$ cat src/rtl/mem_port_arbiter.sv
// mem_port_arbiter
//
// Shares one memory/cache port between the instruction-fetch (IM) side and
// the MEM-stage data (DM) side. The granted request is latched into the
// mem_* registers and held there until the memory reports completion. The
// read data and a one-cycle ack then go back to the winner.
//
// Handshake: a requester raises *_req with its fields and keeps them until
// it sees *_ack=1. The ack is high for exactly one cycle (the RESP state).
// The requester may drop or change its request at the end of that cycle.
// mem_req stays high, with every mem_* field constant, until mem_valid
// (a one-cycle pulse) completes the access.
//
// Ports:
//   clk, rst        clock, asynchronous active-high reset
//   im_*            fetch request/address in, ack/read data out
//   dm_*            data request/write/type/address/store data in,
//                   ack/raw load data out
//   mem_*           shared port: registered request fields out,
//                   read data and completion pulse in
//   core_stall      high while either requester is still waiting
//   state           debug: current FSM state (0 IDLE, 1 BUSY_IM,
//                   2 BUSY_DM, 3 RESP)
//   dm_streak       debug: consecutive DM grants made while IM was waiting
module mem_port_arbiter #(
  parameter int MAX_DM_BURST = 4
) (
  input  logic        clk,
  input  logic        rst,
  input  logic        im_req,
  input  logic [31:0] im_addr,
  output logic        im_ack,
  output logic [31:0] im_rdata,
  input  logic        dm_req,
  input  logic        dm_write,
  input  logic [2:0]  dm_type,
  input  logic [31:0] dm_addr,
  input  logic [31:0] dm_wdata,
  output logic        dm_ack,
  output logic [31:0] dm_rdata,
  output logic        mem_req,
  output logic        mem_write,
  output logic [2:0]  mem_type,
  output logic [31:0] mem_addr,
  output logic [31:0] mem_wdata,
  input  logic [31:0] mem_rdata,
  input  logic        mem_valid,
  output logic        core_stall,
  output logic [1:0]  state,
  output logic [3:0]  dm_streak
);

  // Access type codes shared with the cache and the MEM stage.
  localparam logic [2:0] CACHE_BYTE    = 3'b000;
  localparam logic [2:0] CACHE_HWORD   = 3'b001;
  localparam logic [2:0] CACHE_WORD    = 3'b010;
  localparam logic [2:0] CACHE_BYTE_U  = 3'b100;
  localparam logic [2:0] CACHE_HWORD_U = 3'b101;

  localparam logic [3:0] STREAK_MAX = 4'(MAX_DM_BURST);

  typedef enum logic [1:0] {
    IDLE    = 2'd0,
    BUSY_IM = 2'd1,
    BUSY_DM = 2'd2,
    RESP    = 2'd3
  } state_t;

  state_t fsm;

  // DM wins a tie unless it has already taken MAX_DM_BURST grants in a row
  // while IM was waiting.
  logic dm_wins;
  assign dm_wins = dm_req && !(im_req && (dm_streak == STREAK_MAX));

  assign core_stall = (im_req & ~im_ack) | (dm_req & ~dm_ack);
  assign state      = fsm;

  always_ff @(posedge clk or posedge rst) begin
    if (rst) begin
      fsm       <= IDLE;
      mem_req   <= 1'b0;
      mem_write <= 1'b0;
      mem_type  <= CACHE_WORD;
      mem_addr  <= '0;
      mem_wdata <= '0;
      im_ack    <= 1'b0;
      dm_ack    <= 1'b0;
      im_rdata  <= '0;
      dm_rdata  <= '0;
      dm_streak <= '0;
    end else begin
      case (fsm)
        IDLE: begin
          if (dm_wins) begin
            fsm       <= BUSY_DM;
            mem_req   <= 1'b1;
            mem_write <= dm_write;
            mem_type  <= dm_type;
            mem_addr  <= dm_addr;
            mem_wdata <= dm_wdata;
            // Only grants that make IM wait count towards the burst limit.
            if (im_req) begin
              dm_streak <= (dm_streak >= STREAK_MAX) ? STREAK_MAX
                                                     : dm_streak + 4'd1;
            end else begin
              dm_streak <= '0;
            end
          end else if (im_req) begin
            fsm       <= BUSY_IM;
            mem_req   <= 1'b1;
            mem_write <= 1'b0;
            mem_type  <= CACHE_WORD;
            mem_addr  <= im_addr;
            mem_wdata <= '0;
            dm_streak <= '0;
          end
        end
        BUSY_IM: begin
          if (mem_valid) begin
            fsm      <= RESP;
            mem_req  <= 1'b0;
            im_rdata <= mem_rdata;
            im_ack   <= 1'b1;
          end
        end
        BUSY_DM: begin
          if (mem_valid) begin
            fsm     <= RESP;
            mem_req <= 1'b0;
            // The latched write flag decides, not the live dm_write input.
            if (!mem_write) begin
              dm_rdata <= mem_rdata;
            end
            dm_ack  <= 1'b1;
          end
        end
        RESP: begin
          // One ack cycle; no new grant so the requester can update its req.
          fsm    <= IDLE;
          im_ack <= 1'b0;
          dm_ack <= 1'b0;
        end
        default: begin
          fsm <= IDLE;
        end
      endcase
    end
  end

  // Codes not referenced by the arbiter itself are kept for documentation of
  // the type field that is passed through unmodified.
  logic unused_codes;
  assign unused_codes = ^{CACHE_HWORD, CACHE_BYTE_U, CACHE_HWORD_U};

endmodule

$ cat config.mk
export PLATFORM = sky130hd
export DESIGN_NAME = mem_port_arbiter
export DESIGN_NICKNAME = d
export VERILOG_FILES = /design/src/rtl/mem_port_arbiter.sv
export SDC_FILE = /design/constraint.sdc
export NUM_CORES = 1
export LEC_CHECK = 0
export CAP_MARGIN = 40
export CELL_PAD_IN_SITES_DETAIL_PLACEMENT = 0
export CELL_PAD_IN_SITES_GLOBAL_PLACEMENT = 2
export CORE_MARGIN = 5
export CORE_UTILIZATION = 25
export DETAILED_ROUTE_END_ITERATION = 8
export GPL_TIMING_DRIVEN = 0
export PLACE_DENSITY_LB_ADDON = 0.05
export SYNTH_ARGS = -nofsm -noshare
export SYNTH_HDL_FRONTEND = slang
export SYNTH_SLANG_ARGS = --single-unit
$ cat constraint.sdc
create_clock -name clk -period 6.11 [get_ports clk]
set_clock_uncertainty 0.05 [all_clocks]
set_input_delay 0.9165 -clock clk [delete_from_list [all_inputs] [get_ports clk]]
set_output_delay 0.9165 -clock clk [all_outputs]
set_load 0.01 [all_outputs]
==> impl_metrics.tcl <==
set metrics [dict create \
    criticalPathCategory "in2out" \
    worst_pin_slew_ns 0.791 \
    setup.worst_path.end_class "output port" \
    clk_latency_ns 0.41 \
    io-pin-count 279 \
    grtUsageTotal_pct 14.6 \
    vias_in_the_first_global_route 5723 \
    layout-drive-gt1-share_pct 18.6 \
    drt_iter0_drc 229 \
    yosysUniqueCellTypes 29 \
    core.rowCount 57 \
    max_slew_margin_pct 47.3 \
    synth_seq_area_share_pct 57.9 \
    timing.final.crit_period_ns 3.63 \
    crit_path_start_kind "input pin" \
    pwr_dens_mw_per_mm2 489 \
    final_min_period_over_clock_period_pct 59.4 \
    cts.sinks 141 \
    final-setup-viol-count 0 \
    detailed_place_hpwl_um 15400 \
    cts_hold_buf 0 \
    utilization_after_layout_pct 40.8 \
    cts_resized 0 \
    timing.max_cap.violations 0 \
    synth.ff_latch_count 141 \
    worst_hold_path_type "reg2reg" \
    cts_tree "built" \
    worst-endpoint-arrival_ns 2.67 \
    start_util_pct 25.2 \
    clkSlewWorstSetupHoldPaths_ns 0.06 \
    die_y_um 166 \
    achievable-frequency_mhz 275 \
    design.die.area_mm2 0.0276 \
    grt_overflow 0 \
    antenna_violations_before_repair 1 \
    ys_warn_count 0 \
    core_region_area_mm2 0.0242 \
    area_delta_synth_final_pct 61.7 \
    grt_first_pass_wirelength_um 32200 \
    yosys.area.top_type_share_pct 57.4 \
    ys_top_cells_by_area "dfrtp_1 (57%), mux2_2 (12%), nand2_1 (8.6%)" \
    detail_route.wl_per_cell_um 17.5 \
    finish.net_count 973 \
    grt_max_degree 85 \
    post-synth-top-area-cell "dfrtp_1" \
    clock_tree.htree_level_count 4 \
    setup_total_negative_slack_ns 0 \
    rsz_0062_raised_after_global_routing "false" \
    root_buffer "clkbuf_16" \
    drc 0 \
    antenna_left 0 \
    run_status "finished clean" \
    worst-endpoint-required_ns 5.14 \
    detailedRoute.firstPassIterationCount 4 \
    postCtsSetupRepairBufs 0 \
    gp_routability_congestion 0.768 \
    antenna_cells_inserted 0 \
    port_buffers 275 \
    timing.final.hold_violations 0 \
    syn_inst 534 \
    vias 5164 \
    critPathMaxFanout 10 \
    post_synth.cell_area_avg_um2 11.4 \
    numCtsBuffers 17 \
    synth_area_mm2 0.00610 \
    max-vdd-ir-drop_v 0.000172 \
    synthesis.nets 678 \
    routed_wirelength_um 20400 \
    leakage_nw 4.12 \
    clock_path_buffers 2 \
    timing_max_transition_violations_final 0 \
    routed_via_density 4.43 \
    total_power_w 0.00483 \
    chipWidth_um 166 \
]
## Yosys cell counts
| cell type | instances |
|---|---|
| o211ai_1 | 3 |
| a31oi_1 | 2 |
| inv_1 | 9 |
| clkbuf_2 | 4 |
| nor2_1 | 5 |
| clkbuf_1 | 15 |
| ha_1 | 7 |
| mux2i_1 | 2 |
| dfrtp_1 | 140 |
| and2_1 | 2 |
| o21ai_2 | 1 |
| o21a_1 | 1 |
| o211a_1 | 1 |
| buf_4 | 2 |
| nand4b_4 | 1 |
| mux2_2 | 65 |
| nand2_1 | 139 |
| nand4_1 | 34 |
| a211oi_1 | 1 |
| dfstp_2 | 1 |
| buf_1 | 1 |
| nand3b_1 | 1 |
| o22ai_1 | 4 |
| nor2b_1 | 2 |
| o211ai_2 | 29 |
| a21oi_1 | 6 |
| o21ai_0 | 36 |
| buf_6 | 4 |
| buf_2 | 16 |
## power breakdown
part | switching [W] | total [W] | internal, W
clock | 0.000449 | 0.00101 | 0.000558
sequential | 0.000231 | 0.00160 | 0.00136
combinational | 0.000987 | 0.00222 | 0.00124
total | 0.00167 | 0.00483 | 0.00316
## final timing paths
kind                                                 from                         to  slack, ns  cells past startpoint
worst max-delay path                               dm_req                 core_stall       2.48                      6
worst min register to register  mem_wdata[10]$_DFFE_PP0P_  mem_wdata[10]$_DFFE_PP0P_       0.43                      2
min in group asynchronous                             rst    im_rdata[1]$_DFFE_PP0P_       1.00                      2
max in group asynchronous                             rst    mem_type[1]$_DFFE_PP1P_       4.20                      3
worst min-delay path            mem_wdata[10]$_DFFE_PP0P_  mem_wdata[10]$_DFFE_PP0P_       0.43                      2
worst max register to register       state[0]$_DFFE_PP0P_   mem_addr[20]$_DFFE_PP0P_       4.15                      7
## cells in the final DEF (no fill, tap or decap), drive strengths merged
cell type        n
clkbuf          38
clkinv           1
clkinvlp         5
mux2            65
inv             16
o211ai          32
o211a            1
o21ai           37
o21a             1
dfrtp          140
nand3b           1
dfstp            1
a21oi            6
nor2b            2
and2             2
ha               7
mux2i            2
nand2          139
nand4b           1
o22ai            4
a211oi           1
clkdlybuf4s50  275
nand4           34
nor2             5
buf             24
a31oi            2
## registers in the layout, summed over array words and instances (netlist names)
signal     cells
im_ack         1
dm_ack         1
state          2
mem_write      1
mem_type       3
mem_wdata     32
im_rdata      32
mem_req        1
mem_addr      32
dm_rdata      32
dm_streak      4
## metal layers
| layer | up-vias | track usage [%] | part of all wire (%) |
|---|---|---|---|
| li1 | 2441 | - | - |
| met1 | 2514 | 17.8 | 43 |
| met2 | 191 | 24.3 | 48 |
| met3 | 16 | 6.17 | 8.4 |
| met4 | 2 | 3.37 | 1.0 |
| met5 | - | 0 | 0.054 |
## kinds of logic (layout without fill, tap and decap cells)
group,Yosys count,in the layout,share of synthesized area [%]
muxes,67,67,12.3
DFF,141,141,57.9
buffers and inverters,51,359,4.16
AOI/OAI and AO/OA,84,84,10.9
and+or+nand+nor,184,184,13.3
adders and majority gates,7,7,1.44
## metrics by stage
| stage | setup WS (ns) | hold slack [ns] | instance area (µm²) | cells |
|---|---|---|---|---|
| final | 2.48 | 0.428 | 9870 | 1166 |
| after global routing | 2.31 | 0.444 | 9870 | 1166 |
| after CTS | 2.46 | 0.434 | 9870 | 1166 |
| after detailed placement | 2.46 | 0.420 | 9290 | 1134 |
| after global placement | -0.958 | 0.413 | 9260 | 1133 |
| after floorplan | 1.36 | 0.456 | 6100 | 534 |
## final cells by class
cell class                 instances  area [µm²]
timing repair buffer             276        2780
fill                            2357       14300
tap                              324         405
clock inverter                    13         123
inverter                           9        38.8
clock buffer                      19         453
buffer                            42         220
multi-input combinational        342        2320
sequential                       141        3530
## critical path: stages
cell and delay (ns):
buf_2 0.15, buf_2 0.27, clkbuf_1 0.41, inv_1 0.15
o22ai_1 0.17, clkdlybuf4s50_1 0.60
Power figures use the tool's default switching activity.
